--- src/rtl/charge_controller.sv ---
// Session sequencer for the coin-operated charger: amount entry, confirm,
// timed charge countdown and completion hold, driven by debounced key levels.
module charge_controller #(
    parameter int CLK_HZ        = 50000000,
    parameter int MAX_AMOUNT    = 20,
    parameter int SEC_PER_YUAN  = 2,
    parameter int INPUT_TIMEOUT = 10,
    parameter int DONE_HOLD     = 5
) (
    input  logic       clk,
    input  logic       rst_n,
    input  logic [3:0] key_value,
    input  logic       press_num,
    input  logic       start,
    input  logic       clear,
    input  logic       confirm,
    output logic [1:0] state,
    output logic [6:0] amount,
    output logic [1:0] digit_cnt,
    output logic [7:0] remain_time,
    output logic       charging,
    output logic       input_err
);
    localparam int CW = (CLK_HZ > 1) ? $clog2(CLK_HZ) : 1;

    typedef enum logic [1:0] {IDLE = 2'd0, INPUT = 2'd1, CHARGE = 2'd2, DONE = 2'd3} state_t;

    state_t      state_q, state_d;
    logic [3:0]  key_s1_q, key_s2_q, key_dly_q;   // {press_num, start, clear, confirm}
    logic [3:0]  kv_s1_q, kv_s2_q;
    logic [CW-1:0] cyc_q, cyc_d;
    logic [7:0]  sec_q, sec_d;
    logic [6:0]  amount_q, amount_d;
    logic [1:0]  digit_cnt_q, digit_cnt_d;
    logic [7:0]  remain_q, remain_d;
    logic        charging_q, charging_d;
    logic        input_err_q, input_err_d;

    logic [3:0]  rise;
    logic        ev_num, ev_st, ev_clr, ev_cnf, key_evt;
    logic        tick, in_timeout, done_hold;
    logic [7:0]  candidate;

    always_ff @(posedge clk or negedge rst_n) begin
        if (!rst_n) begin
            key_s1_q  <= '0;
            key_s2_q  <= '0;
            key_dly_q <= '0;
            kv_s1_q   <= '0;
            kv_s2_q   <= '0;
        end else begin
            key_s1_q  <= {press_num, start, clear, confirm};
            key_s2_q  <= key_s1_q;
            key_dly_q <= key_s2_q;
            kv_s1_q   <= key_value;
            kv_s2_q   <= kv_s1_q;
        end
    end

    // Only the highest-priority edge acts: clear > confirm > start > digit.
    assign rise    = key_s2_q & ~key_dly_q;
    assign ev_clr  = rise[1];
    assign ev_cnf  = rise[0] & ~rise[1];
    assign ev_st   = rise[2] & ~rise[1] & ~rise[0];
    assign ev_num  = rise[3] & ~|rise[2:0];
    assign key_evt = ev_clr | ev_cnf | ev_num;

    assign tick       = (cyc_q == CW'(CLK_HZ - 1));
    assign in_timeout = tick && (sec_q == 8'(INPUT_TIMEOUT - 1)) && !key_evt;
    assign done_hold  = tick && (sec_q == 8'(DONE_HOLD - 1));
    assign candidate  = {1'b0, amount_q} * 8'd10 + {4'b0, kv_s2_q};

    always_ff @(posedge clk or negedge rst_n) begin
        if (!rst_n) state_q <= IDLE;
        else        state_q <= state_d;
    end

    always_comb begin
        state_d = state_q;
        case (state_q)
            IDLE:    if (ev_st) state_d = INPUT;
            INPUT: begin
                if (ev_cnf && amount_q != '0) state_d = CHARGE;
                else if (in_timeout)          state_d = IDLE;
            end
            CHARGE: begin
                if (ev_clr)                           state_d = IDLE;
                else if (tick && remain_q == 8'd1)    state_d = DONE;
            end
            DONE: begin
                if (ev_clr)         state_d = IDLE;
                else if (ev_st)     state_d = INPUT;
                else if (done_hold) state_d = IDLE;
            end
            default: state_d = IDLE;
        endcase
    end

    always_comb begin
        amount_d    = amount_q;
        digit_cnt_d = digit_cnt_q;
        remain_d    = remain_q;
        charging_d  = charging_q;
        input_err_d = input_err_q;
        case (state_q)
            IDLE: if (ev_st) begin
                amount_d    = '0;
                digit_cnt_d = '0;
                input_err_d = 1'b0;
            end
            INPUT: begin
                if (ev_clr) begin
                    amount_d    = '0;
                    digit_cnt_d = '0;
                    input_err_d = 1'b0;
                end else if (ev_cnf) begin
                    if (amount_q == '0) input_err_d = 1'b1;
                    else begin
                        remain_d    = 8'(amount_q * SEC_PER_YUAN);
                        input_err_d = 1'b0;
                        charging_d  = 1'b1;
                    end
                end else if (ev_num) begin
                    if (kv_s2_q > 4'd9) input_err_d = 1'b1;
                    else if (digit_cnt_q == 2'd0) begin
                        amount_d    = {3'b0, kv_s2_q};
                        digit_cnt_d = 2'd1;
                    end else if (digit_cnt_q == 2'd1) begin
                        if (candidate <= 8'(MAX_AMOUNT)) begin
                            amount_d    = candidate[6:0];
                            digit_cnt_d = 2'd2;
                            input_err_d = 1'b0;
                        end else input_err_d = 1'b1;
                    end else input_err_d = 1'b1;
                end else if (in_timeout) begin
                    amount_d    = '0;
                    digit_cnt_d = '0;
                    input_err_d = 1'b0;
                end
            end
            CHARGE: begin
                if (ev_clr) begin
                    charging_d  = 1'b0;
                    remain_d    = '0;
                    amount_d    = '0;
                    digit_cnt_d = '0;
                end else if (tick && remain_q != '0) begin
                    remain_d = remain_q - 8'd1;
                    if (remain_q == 8'd1) charging_d = 1'b0;
                end
            end
            DONE: begin
                remain_d   = '0;
                charging_d = 1'b0;
                if (ev_clr) amount_d = '0;
                else if (ev_st) begin
                    amount_d    = '0;
                    digit_cnt_d = '0;
                    input_err_d = 1'b0;
                end else if (done_hold) begin
                    amount_d    = '0;
                    digit_cnt_d = '0;
                end
            end
            default: ;
        endcase
    end

    // Timer restarts on every state entry and every key event taken in INPUT.
    always_comb begin
        cyc_d = tick ? '0 : cyc_q + CW'(1);
        sec_d = (tick && sec_q != 8'hFF) ? sec_q + 8'd1 : sec_q;
        if (state_d != state_q || (state_q == INPUT && key_evt)) begin
            cyc_d = '0;
            sec_d = '0;
        end
    end

    always_ff @(posedge clk or negedge rst_n) begin
        if (!rst_n) begin
            cyc_q       <= '0;
            sec_q       <= '0;
            amount_q    <= '0;
            digit_cnt_q <= '0;
            remain_q    <= '0;
            charging_q  <= 1'b0;
            input_err_q <= 1'b0;
        end else begin
            cyc_q       <= cyc_d;
            sec_q       <= sec_d;
            amount_q    <= amount_d;
            digit_cnt_q <= digit_cnt_d;
            remain_q    <= remain_d;
            charging_q  <= charging_d;
            input_err_q <= input_err_d;
        end
    end

    assign state       = state_q;
    assign amount      = amount_q;
    assign digit_cnt   = digit_cnt_q;
    assign remain_time = remain_q;
    assign charging    = charging_q;
    assign input_err   = input_err_q;
endmodule

--- config.mk ---
export PLATFORM = sky130hd
export DESIGN_NAME = charge_controller
export DESIGN_NICKNAME = d
export VERILOG_FILES = /design/src/rtl/charge_controller.sv
export SDC_FILE = /design/constraint.sdc
export NUM_CORES = 1
export LEC_CHECK = 0
export BUFFER_PORTS_ARGS = -buffer_cell sky130_fd_sc_hd__buf_2
export CAP_MARGIN = 10
export CORE_UTILIZATION = 61
export DETAILED_ROUTE_END_ITERATION = 7
export GPL_TIMING_DRIVEN = 0
export PLACE_DENSITY = 0.82
export RECOVER_POWER = 50
export SLEW_MARGIN = 20
export SYNTH_ARGS = -nofsm -noshare
export SYNTH_HDL_FRONTEND = slang
export SYNTH_SLANG_ARGS = --single-unit
--- constraint.sdc ---
create_clock -name clk -period 7.7 [get_ports clk]
set_clock_uncertainty 0.15 [all_clocks]
set_input_delay 1.54 -clock clk [delete_from_list [all_inputs] [get_ports clk]]
set_output_delay 1.54 -clock clk [all_outputs]
set_load 0.05 [all_outputs]
Yosys cells after proc, flatten, opt, wreduce, memory -nomap -nowiden

Cells that the tools add are included.

Add/sub/neg operators: 4
$mul: 1
Order comparisons: 2
Equality and inequality tests: 27
Mux-type cells: 66
Bitwise logic cells: 10
Reduce and logical (&&, ||, !) cells: 25

Operators by type and width:

| kind                    | count |
|---|---|
| $mux W7                 | 13 |
| $mux W8                 | 7 |
| $mux W26                | 2 |
| $mux W2                 | 21 |
| $pmux W7 S4             | 1 |
| $add A26 B1 Y26 const B | 1 |
| $eq A26 B26 Y1 const B  | 1 |
| $pmux W8 S3             | 1 |
| $mux W1                 | 17 |
| $pmux W2 S4             | 2 |
| $ne A5 B5 Y1 const B    | 3 |
| $ne A2 B2 Y1 const B    | 6 |
| $ne A3 B3 Y1 const B    | 4 |
| $ne A4 B4 Y1 const B    | 3 |
| $reduce_and A9 Y1       | 1 |
| $add A8 B1 Y8 const B   | 1 |
| $add A8 B4 Y8           | 1 |
| $eq A8 B1 Y1 const B    | 1 |
| $eq A8 B3 Y1 const B    | 1 |
| $eq A8 B4 Y1 const B    | 1 |
| $le A8 B5 Y1 const B    | 1 |
| $logic_and A1 B1 Y1     | 8 |
| $ne A8 B8 Y1 const B    | 1 |
| $reduce_and A8 Y1       | 1 |
| other kinds (25)        | 36 |

Register bits after elaboration: 75
Input bits: 10
Output and inout port bits: 21

Longest topological paths before layout

Gate-level depths: netlist of run 1.

Depth after elaboration: 14
Mapped depth: 11
Gate-level depth less buffers: 11

Worst setup path after synthesis of run 1

Ideal clock, no wire load.

Path type: register to register
From: register amount_q[1], in the netlist amount[1]
To: register amount_q[1], in the netlist amount[1]
Setup time: 0.125 ns
Arrival time: 2.985 ns
Data required time: 7.425 ns
Path slack: 4.440 ns
Stages on the path, launching flop included: 12
Path buffers: 0
Cells stage by stage: dfrtp_1 -> ha_1 -> ha_1 -> inv_1 -> fa_1 -> nand2_1 -> nor3_1 -> mux2i_1 -> a311o_1 -> a31oi_2 -> nand2_1 -> mux2_2

Longest elaborated chain between the ends: 5

RTL lines:

| what                        | line | source |
|---|---|---|
| start, declared             | 33   | `logic [6:0] amount_q, amount_d;` |
| start signal, assigned      | 191  | `amount_q <= amount_d;` |
| $mul A7 B3 Y7               | 71   | `assign candidate = {1'b0, amount_q} * 8'd10 + {4'b0, kv_s2_q};` |
| $add A8 B4 Y8               | 71   |  |
| $le A8 B5 Y1                | 129  | `if (candidate <= 8'(MAX_AMOUNT)) begin` |
| $ne A5 B5 Y1 (no line)      | --   |  |
| $reduce_and A8 Y1 (no line) | --   |  |

Every way passes these cells.
A chain may end at the register's enable or synchronous reset.

==> metrics.md, run 1 <==
| Metric | Value |
|---|---|
| FF+latch count, synth | `75` |
| Syn Area/Cell | `roughly 10 µm²` |
| Post-synthesis sequential area ratio | `about 45%` |
| Design area | `0.00460 mm²` |
| Inserted Clock Buffers | `9` |
| Worst-Margin Slew | `around 2000 ps` |
| # hold bufs at CTS | `0` |
| Final Max Slew Viols | `78` |
| Ys async rst share | `100%` |
| Reg-to-reg startpoint | `amount[1]$_DFFE_PN0P_` |
| # fillers | `487` |
| Int Power | `between 0.7 and 0.8 mW` |
| DP Worst Slack | `4410 ps` |
| Max Cap Violations | `2` |
| Switching Fraction | `around 33%` |
| # IOs | `31` |
| CTS clk-pin slew, worst paths | `about 70 ps` |
| Min cycle time layout | `about 4500 ps` |
| Final core occ | `71.6%` |
| Delay-heaviest family, CP | `buffers and inverters` |
| Total GRT Usage | `about 25%` |
| RSZ-0062 raised after global routing | `no` |
| Clk sinks | `75` |
| Yosys top cell area share | `a little under half` |
| Area leader, netlist | `dfrtp_1` |
| # diodes | `0` |
| Placer congestion estimate | `just under 0.9` |
| Max FO, Critical Path | `39` |
| Largest net degree at the start of global routing | `40` |
| Post-DP HPWL | `between 5 and 6 mm` |
| CTS tree | `yes` |
| Total power | `between 1 and 1.5 mW` |
| Worst VDD drop | `roughly 0.00012 V` |
| Mapped Cells | `between 400 and 500` |
| Gate power share | `between 20% and 30%` |
| H-Tree Level Count | `3` |
| Pwr dens | `between 200 and 250 mW/mm²` |
| Crit. End Element | `asynchronous set/reset pin` |
| Vias per cell | `a little over 6` |
| Sequential power share | `42.2%` |
| Top post-synthesis cells by area | `dfrtp_1 45%, ha_1 4.9%, nor2_1 4.5%` |
| Max clock buf depth | `2` |
| Post-Syn Area | `0.00413 mm²` |
| TritonRoute pass-1 iters | `7` |
| Die height | `between 80 and 90 µm` |
| Sequential cell area | `between 0.0015 and 0.002 mm²` |
| Synth warn | `0` |
| Vias in the first global route | `3100` |
| Final WL | `between 8 and 9 mm` |
| Main flop type after synthesis | `dfrtp_1` |
| # Post-CTS Setup Buffers | `0` |
| Final ANT Viol Nets | `0` |
| Critical Path Start | `rst_n` |
| Most numerous cell in the Yosys netlist | `dfrtp_1` |
| Vias | `roughly 3300` |
| Hold WC Path Type | `reg2reg` |
| GRT overflow | `0` |
| CP Class | `in2async` |
| Initial Utilization | `64.2%` |
| Worst Path Required | `approximately 7600 ps` |
| Failing checks | `DRC, capacitance limit, slew limit` |
| Final net count | `about 490` |
| CP most frequent cell | `clkbuf_1` |
| LEAKAGE | `2.08 nW` |
| Worst path max stage delay | `1520 ps` |
| Part of the cycle the worst path needs | `between 50 and 60%` |
| # setup viols final | `0` |
| EDFF count, synth | `0` |
| Worst EP arrival | `4440 ps` |
| Initial antenna violation count | `0` |
| Layout area overhead | `11.5%` |
| Worst Setup Start Kind | `input port` |
| Detailed-route DRC error count | `8` |
| Placed cell area | `between 0.004 and 0.005 mm²` |
| Slowest CP cell | `clkbuf_1` |
| Avg WL per Cell | `approximately 15 µm` |
| Worst setup margin | `~3200 ps` |
| Count of input and output buffers | `30` |
| Switching power | `between 0.3 and 0.4 mW` |
| Die area | `around 0.007 mm²` |
| Initial drt markers | `244` |
| Top post-synthesis cells by count | `75 x dfrtp_1, 49 x nor2_1, 36 x nand2_1` |
| Max Fclk | `221 MHz` |
| Core area | `~0.0064 mm²` |
| Hold Fails Final Rpt | `0` |
| Relative slew margins | `-32.9%` |
| CTS resizes | `0` |
| Synth unique cells | `58` |
| Status | `complete, but fails checks` |
| Clock share of power | `approximately a third` |
| Total negative slack | `0 ps` |
| Share of cells above drive strength 1 | `about 16%` |
| Crit path cell chain | `clkbuf_1 > clkbuf_1` |
| CP bufs+invs | `2` |
| Syn_nets | `roughly 440` |
| Hold path startpoint | `kv_s1_q[1]$_DFF_PN0_` |
| First-pass GRT wire length | `14.2 mm` |
| Die extent in x | `approximately 84 µm` |
| Multi-input gate area | `0.00211 mm²` |
| Worst-Skew Late Latency | `~350 ps` |
| Row Count | `29` |
| Root buffer cell | `clkbuf_8` |
## through the flow
step,hold slack (ps),std cells
floorplan,181,416
global placement,182,523
detailed placement,185,524
global route,205,540
CTS,202,540
finish,200,540
## path summary, 6_finish.rpt
kind	to	slack (ps)	depth (start not counted)
worst max-delay path	cyc_q[24]$_DFF_PN0_	3170	2
worst min-delay path	kv_s2_q[1]$_DFF_PN0_	200	0
worst max register to register	amount[1]$_DFFE_PN0P_	4370	11
worst min register to register	kv_s2_q[1]$_DFF_PN0_	200	0
max in group clk	amount[1]$_DFFE_PN0P_	4370	11
min in group asynchronous	amount[5]$_DFFE_PN0P_	1570	1
## flip-flops by register name, indices dropped and copies added, names as in the netlist, 4 cells and up
name and flops:
cyc_q 26, kv_s1_q 4, key_s2_q 4, remain_time 8, kv_s2_q 4, key_s1_q 4
sec_q 8, key_dly_q 4, amount 7
## power groups by stage
| stage | registers (mW) | clock network (mW) | logic, mW |
|---|---|---|---|
| floorplan | 0.488 | 0 | 0.172 |
| global placement | 0.452 | 0 | 0.269 |
| detailed placement | 0.453 | 0 | 0.276 |
| CTS | 0.445 | 0.341 | 0.278 |
| global route | 0.450 | 0.360 | 0.301 |
| finish | 0.446 | 0.333 | 0.279 |
## per-layer routing
metal | wire, µm | global-route usage (%)
met1 | 3900 | 36.1
met4 | 179 | 10.5
met5 | 0 | 0
met2 | 3830 | 38.7
met3 | 379 | 4.42
## layout make-up
| class | instances | area share (%) |
|---|---|---|
| timing repair buffer | 31 | 3.32 |
| multi-input combinational | 316 | 45.9 |
| clock inverter | 6 | 1.88 |
| sequential | 75 | 40.8 |
| clock buffer | 10 | 2.99 |
| tap | 77 | 2.10 |
| inverter | 14 | 1.14 |
| buffer | 11 | 1.82 |
## cell families after synthesis
group / count (synthesis) / synth area share (%)
adders and majority gates: 18 / 5.82
AOI/OAI and AO/OA: 64 / 10.7
buffers and inverters: 25 / 3.31
and+or+nand+nor: 190 / 24.9
DFF: 75 / 45.5
muxes: 8 / 2.09
xor gates and xnor gates: 36 / 7.64
## cell usage in the layout, fill, tap and decap left out, types with 5 or more instances in the layout
cell type   n
inv_1      13
nor2b_1     5
clkbuf_8   10
and3_1     12
a21oi_1    14
clkbuf_1    8
nand2_1    36
o21ai_0    21
nand3_1    20
xnor2_1    18
nor3b_1     5
nand4_1     9
nor4_1      6
buf_2      29
nor3_2     11
dfrtp_1    75
nor2_1     49
ha_1       16
nand2b_1    5
nor3_1     10
xor2_1     18
Note: power is estimated with default switching activity, not from simulation.
==> run 2: changes to the inputs <==
--- a/config.mk
+++ b/config.mk
@@ -5,12 +5,13 @@
 export SDC_FILE = /design/constraint.sdc
 export NUM_CORES = 1
 export LEC_CHECK = 0
+export ABC_AREA = 1
 export BUFFER_PORTS_ARGS = -buffer_cell sky130_fd_sc_hd__buf_2
 export CAP_MARGIN = 10
-export CORE_UTILIZATION = 61
+export CORE_UTILIZATION = 55
 export DETAILED_ROUTE_END_ITERATION = 7
 export GPL_TIMING_DRIVEN = 0
-export PLACE_DENSITY = 0.82
+export PLACE_DENSITY = 0.77
 export RECOVER_POWER = 50
 export SLEW_MARGIN = 20
 export SYNTH_ARGS = -nofsm -noshare
==> constraint.sdc (replaced) <==
create_clock -name clk -period 4.1 [get_ports clk]
set_clock_uncertainty 0.15 [all_clocks]
set_input_delay 0.82 -clock clk [delete_from_list [all_inputs] [get_ports clk]]
set_output_delay 0.82 -clock clk [all_outputs]
set_load 0.05 [all_outputs]
==> run 2 against run 1 <==
The flow now finishes without violations. Wire length up 12%. Utilization down 7.4 points. Hold slack better by 2.4 ps. Power up 120%. Non-clock buffer count down 4. Count of clock-buffer cells in the layout unchanged. Synthesized cell count up 42%. Via count up 18%. Global-route usage down 1.2 points. Die area up 21%. Clock power up 99%. Sequential share of layout area down 3.6 points. Largest power group unchanged.
==> metrics.md, run 2 <==
| Metric | Value |
|---|---|
| Slowest CP cell | `dfrtp_1 (was clkbuf_1)` |
| Most frequent cells in the layout | `128 x nand2_1, 83 x inv_1, 78 x nor2_1 (was 75 x dfrtp_1, 49 x nor2_1, 36 x nand2_1)` |
| Count of input and output buffers | `30 (unchanged)` |
| Largest net degree at the start of global routing | `50 (was 40)` |
| Post-Synth Simple-Gate Area | `33.0% (was 24.9%)` |
| Placer congestion estimate | `0.888 (was 0.883)` |
| Worst Path Required | `4240 ps (was 7620 ps)` |
| Hold WC Path Type | `reg2reg (unchanged)` |
| Pwr dens | `464 mW/mm² (was 230 mW/mm²)` |
| Area leader, netlist | `dfrtp_1 (unchanged)` |
| CTS tree | `yes (unchanged)` |
| Die area | `0.00860 mm² (was 0.00710 mm²)` |
| CTS clk-pin slew, worst paths | `80 ps (was 70 ps)` |
| Post-synthesis sequential area ratio | `41.5% (was 45.5%)` |
| Hold Fails Final Rpt | `0 (unchanged)` |
| Initial antenna violation count | `0 (unchanged)` |
| # setup viols final | `0 (unchanged)` |
| # hold bufs at CTS | `0 (unchanged)` |
| Die extent in x | `92.7 µm (was 84.2 µm)` |
| RSZ-0062 raised after global routing | `no (unchanged)` |
| Max FO, Critical Path | `10 (was 39)` |
| Crit path cell chain | `ha_1 > ha_1 > inv_1 > fa_1 > nor2_1 > nand4_1 > nand2_1 > xor2_1 > nor2_1 > nand2_1 > nand2_1 > nand2_1 > buf_6 > nand2_1 > o21ai_2 (was clkbuf_1 > clkbuf_1)` |
| Status | `completed (was complete, but fails checks)` |
| Final WL | `9.29 mm (was 8.29 mm)` |
| Syn Area/Cell | `7.67 µm² (was 9.92 µm²)` |
| Post-DP HPWL | `7.01 mm (was 5.89 mm)` |
| Mux share of post-synthesis cell area | `0% (was 2.09%)` |
| Most numerous cell in the Yosys netlist | `nand2_1 (was dfrtp_1)` |
| Top post-synthesis cells by area | `dfrtp_1 41%, nand2_1 11%, inv_1 6.9% (was dfrtp_1 45%, ha_1 4.9%, nor2_1 4.5%)` |
| Max Fclk | `341 MHz` |
| H-Tree Level Count | `3 (unchanged)` |
| EDFF count, synth | `0 (unchanged)` |
| Max Cap Violations | `0 (was 2)` |
| GRT overflow | `0 (unchanged)` |
| DP Worst Slack | `1190 ps (was 4410 ps)` |
| Initial Utilization | `57.7% (was 64.2%)` |
| Syn_nets | `618 (was 444)` |
| Ys async rst share | `100% (unchanged)` |
| Core area | `0.00785 mm² (was 0.00642 mm²)` |
| CP Class | `reg2reg (was in2async)` |
| Total negative slack | `0 ps (unchanged)` |
| Synth warn | `0 (unchanged)` |
| Clk sinks | `75 (unchanged)` |
| Yosys top cell area share | `41.5% (was 45.5%)` |
| Worst-Skew Late Latency | `360 ps (was 350 ps)` |
| Share of cells above drive strength 1 | `15.7% (was 16.0%)` |
| Die height | `92.7 µm (was 84.2 µm)` |
| Root buffer cell | `clkbuf_8 (unchanged)` |
| XOR/XNOR share of the synthesized area | `4.45% (was 7.64%)` |
| # IOs | `31 (unchanged)` |
| # Post-CTS Setup Buffers | `0 (unchanged)` |
| Max reg flops | `26 (unchanged)` |
| Inserted Clock Buffers | `9 (unchanged)` |
| Total power | `2.34 mW (was 1.06 mW)` |
| Final net count | `660 (was 486)` |
| Compound-Gate Fraction of Synth Area | `7.08% (was 10.7%)` |
| Worst path max stage delay | `510 ps (was 1520 ps)` |
| Post-Syn Area | `0.00453 mm² (was 0.00413 mm²)` |
| Crit. End Element | `flip-flop (was asynchronous set/reset pin)` |
| Avg WL per Cell | `12.6 µm (was 15.4 µm)` |
| Final ANT Viol Nets | `0 (unchanged)` |
| Worst EP arrival | `3070 ps (was 4440 ps)` |
| CTS resizes | `0 (unchanged)` |
| Part of the cycle the worst path needs | `a little over 70%` |
| Worst setup margin | `1170 ps (was 3170 ps)` |
| Mapped Cells | `590 (was 416)` |
| First-pass GRT wire length | `16.5 mm (was 14.2 mm)` |
| Min cycle time layout | `a little under 3000 ps` |
| Synth unique cells | `36 (was 58)` |
| Final Max Slew Viols | `0 (was 78)` |
| Vias per cell | `5.24 (was 6.06)` |
| Detailed-route DRC error count | `0 (was 8)` |
| Worst-Margin Slew | `1460 ps (was 1990 ps)` |
| Worst VDD drop | `0.000169 V (was 0.000122 V)` |
| Vias | `3875 (was 3272)` |
| Biggest register | `cyc_q (unchanged)` |
| Total GRT Usage | `24.1% (was 25.3%)` |
| Commonest non-fill, non-tap cell in the layout | `nand2_1 (was dfrtp_1)` |
| Main flop type after synthesis | `dfrtp_1 (unchanged)` |
| # diodes | `0 (unchanged)` |
| Initial drt markers | `256 (was 244)` |
| Top post-synthesis cells by count | `128 x nand2_1, 83 x inv_1, 78 x nor2_1 (was 75 x dfrtp_1, 49 x nor2_1, 36 x nand2_1)` |
| FF+latch count, synth | `75 (unchanged)` |
| Relative slew margins | `2.86% (was -32.9%)` |
| Worst Setup Start Kind | `flip-flop (was input port)` |
| Vias in the first global route | `3647 (was 3100)` |
| Row Count | `32 (was 29)` |
| Post-synthesis adder-cell area fraction | `5.31% (was 5.82%)` |
| Largest family of logic cells by synthesized area | `simple AND/OR/NAND/NOR gates (unchanged)` |
| Final core occ | `64.2% (was 71.6%)` |
| Max clock buf depth | `2 (unchanged)` |
| TritonRoute pass-1 iters | `8 (was 7)` |
| CP most frequent cell | `nand2_1 (was clkbuf_1)` |
| Layout area overhead | `11.4% (was 11.5%)` |
| LEAKAGE | `2.43 nW (was 2.08 nW)` |
## run 2: cell types whose count changed in the layout (fill, tap and decap cells not counted), sizes merged, moves of 15 or more
cell / delta
nand3: +30
o21ai: +15
nor2: +47
nand2: +96
inv: +75
## run 2: final timing paths
check                                            from  cells past startpoint  slack, ps                    endpoint
max in group asynchronous                       rst_n                      2       1320         cyc_q[11]$_DFF_PN0_
min in group asynchronous                       rst_n                      1        640  remain_time[1]$_DFFE_PN0P_
worst max register to register  amount[1]$_DFFE_PN0P_                     15       1170       amount[1]$_DFFE_PN0P_
worst max-delay path            amount[1]$_DFFE_PN0P_                     15       1170       amount[1]$_DFFE_PN0P_
worst min register to register  key_s1_q[0]$_DFF_PN0_                      0        200       key_s2_q[0]$_DFF_PN0_
worst min-delay path            key_s1_q[0]$_DFF_PN0_                      0        200       key_s2_q[0]$_DFF_PN0_
## run 2: power by group
group | internal, mW | total [mW] | switching (mW)
clock | 0.366 | 0.663 | 0.297
sequential | 0.798 | 0.862 | 0.0639
combinational | 0.248 | 0.815 | 0.567
total | 1.41 | 2.34 | 0.928
## run 2: layout make-up
class | count | area, µm²
sequential | 75 | 1880
multi-input combinational | 420 | 2250
buffer | 7 | 63.8
tap | 102 | 128
timing repair buffer | 31 | 154
fill | 715 | 2810
clock buffer | 10 | 138
clock inverter | 6 | 95.1
inverter | 88 | 330
## run 2: worst max-delay path: cells and delay by family, from the launching register on
family                     cells  cell delay, ps
DFF                            1             510
adders and majority gates      3            1010
AOI/OAI and AO/OA              1              60
buffers and inverters          2             230
xor gates and xnor gates       1             160
and+or+nand+nor                8             750
## run 2: cells by family (layout without fill, tap and decap cells)
group                    count (synthesis)  in the layout
flip-flops                              75             75
buffers and inverters                   95            142
XOR/XNOR                                23             23
AO/OA/AOI/OAI                           56             56
adder cells (fa/ha/maj)                 18             18
AND/OR/NAND/NOR                        323            323
## run 2: per-layer routing
layer	track usage, %	share of wire, %	wire (µm)	vias to the layer above
met5	0	0	0	-
met4	8.59	1.6	145	0
met3	3.78	3.6	336	13
met2	37.4	45	4190	80
met1	34.3	50	4620	1818
li1	-	-	-	1964
## run 2: metrics by stage
step	instance area, µm²	hold WS (ps)	cells
6_report	5040	202	739
5_1_grt	5040	210	739
4_1_cts	5070	207	739
3_5_place_dp	4830	186	723
3_3_place_gp	4800	181	722
2_1_floorplan	4530	181	590
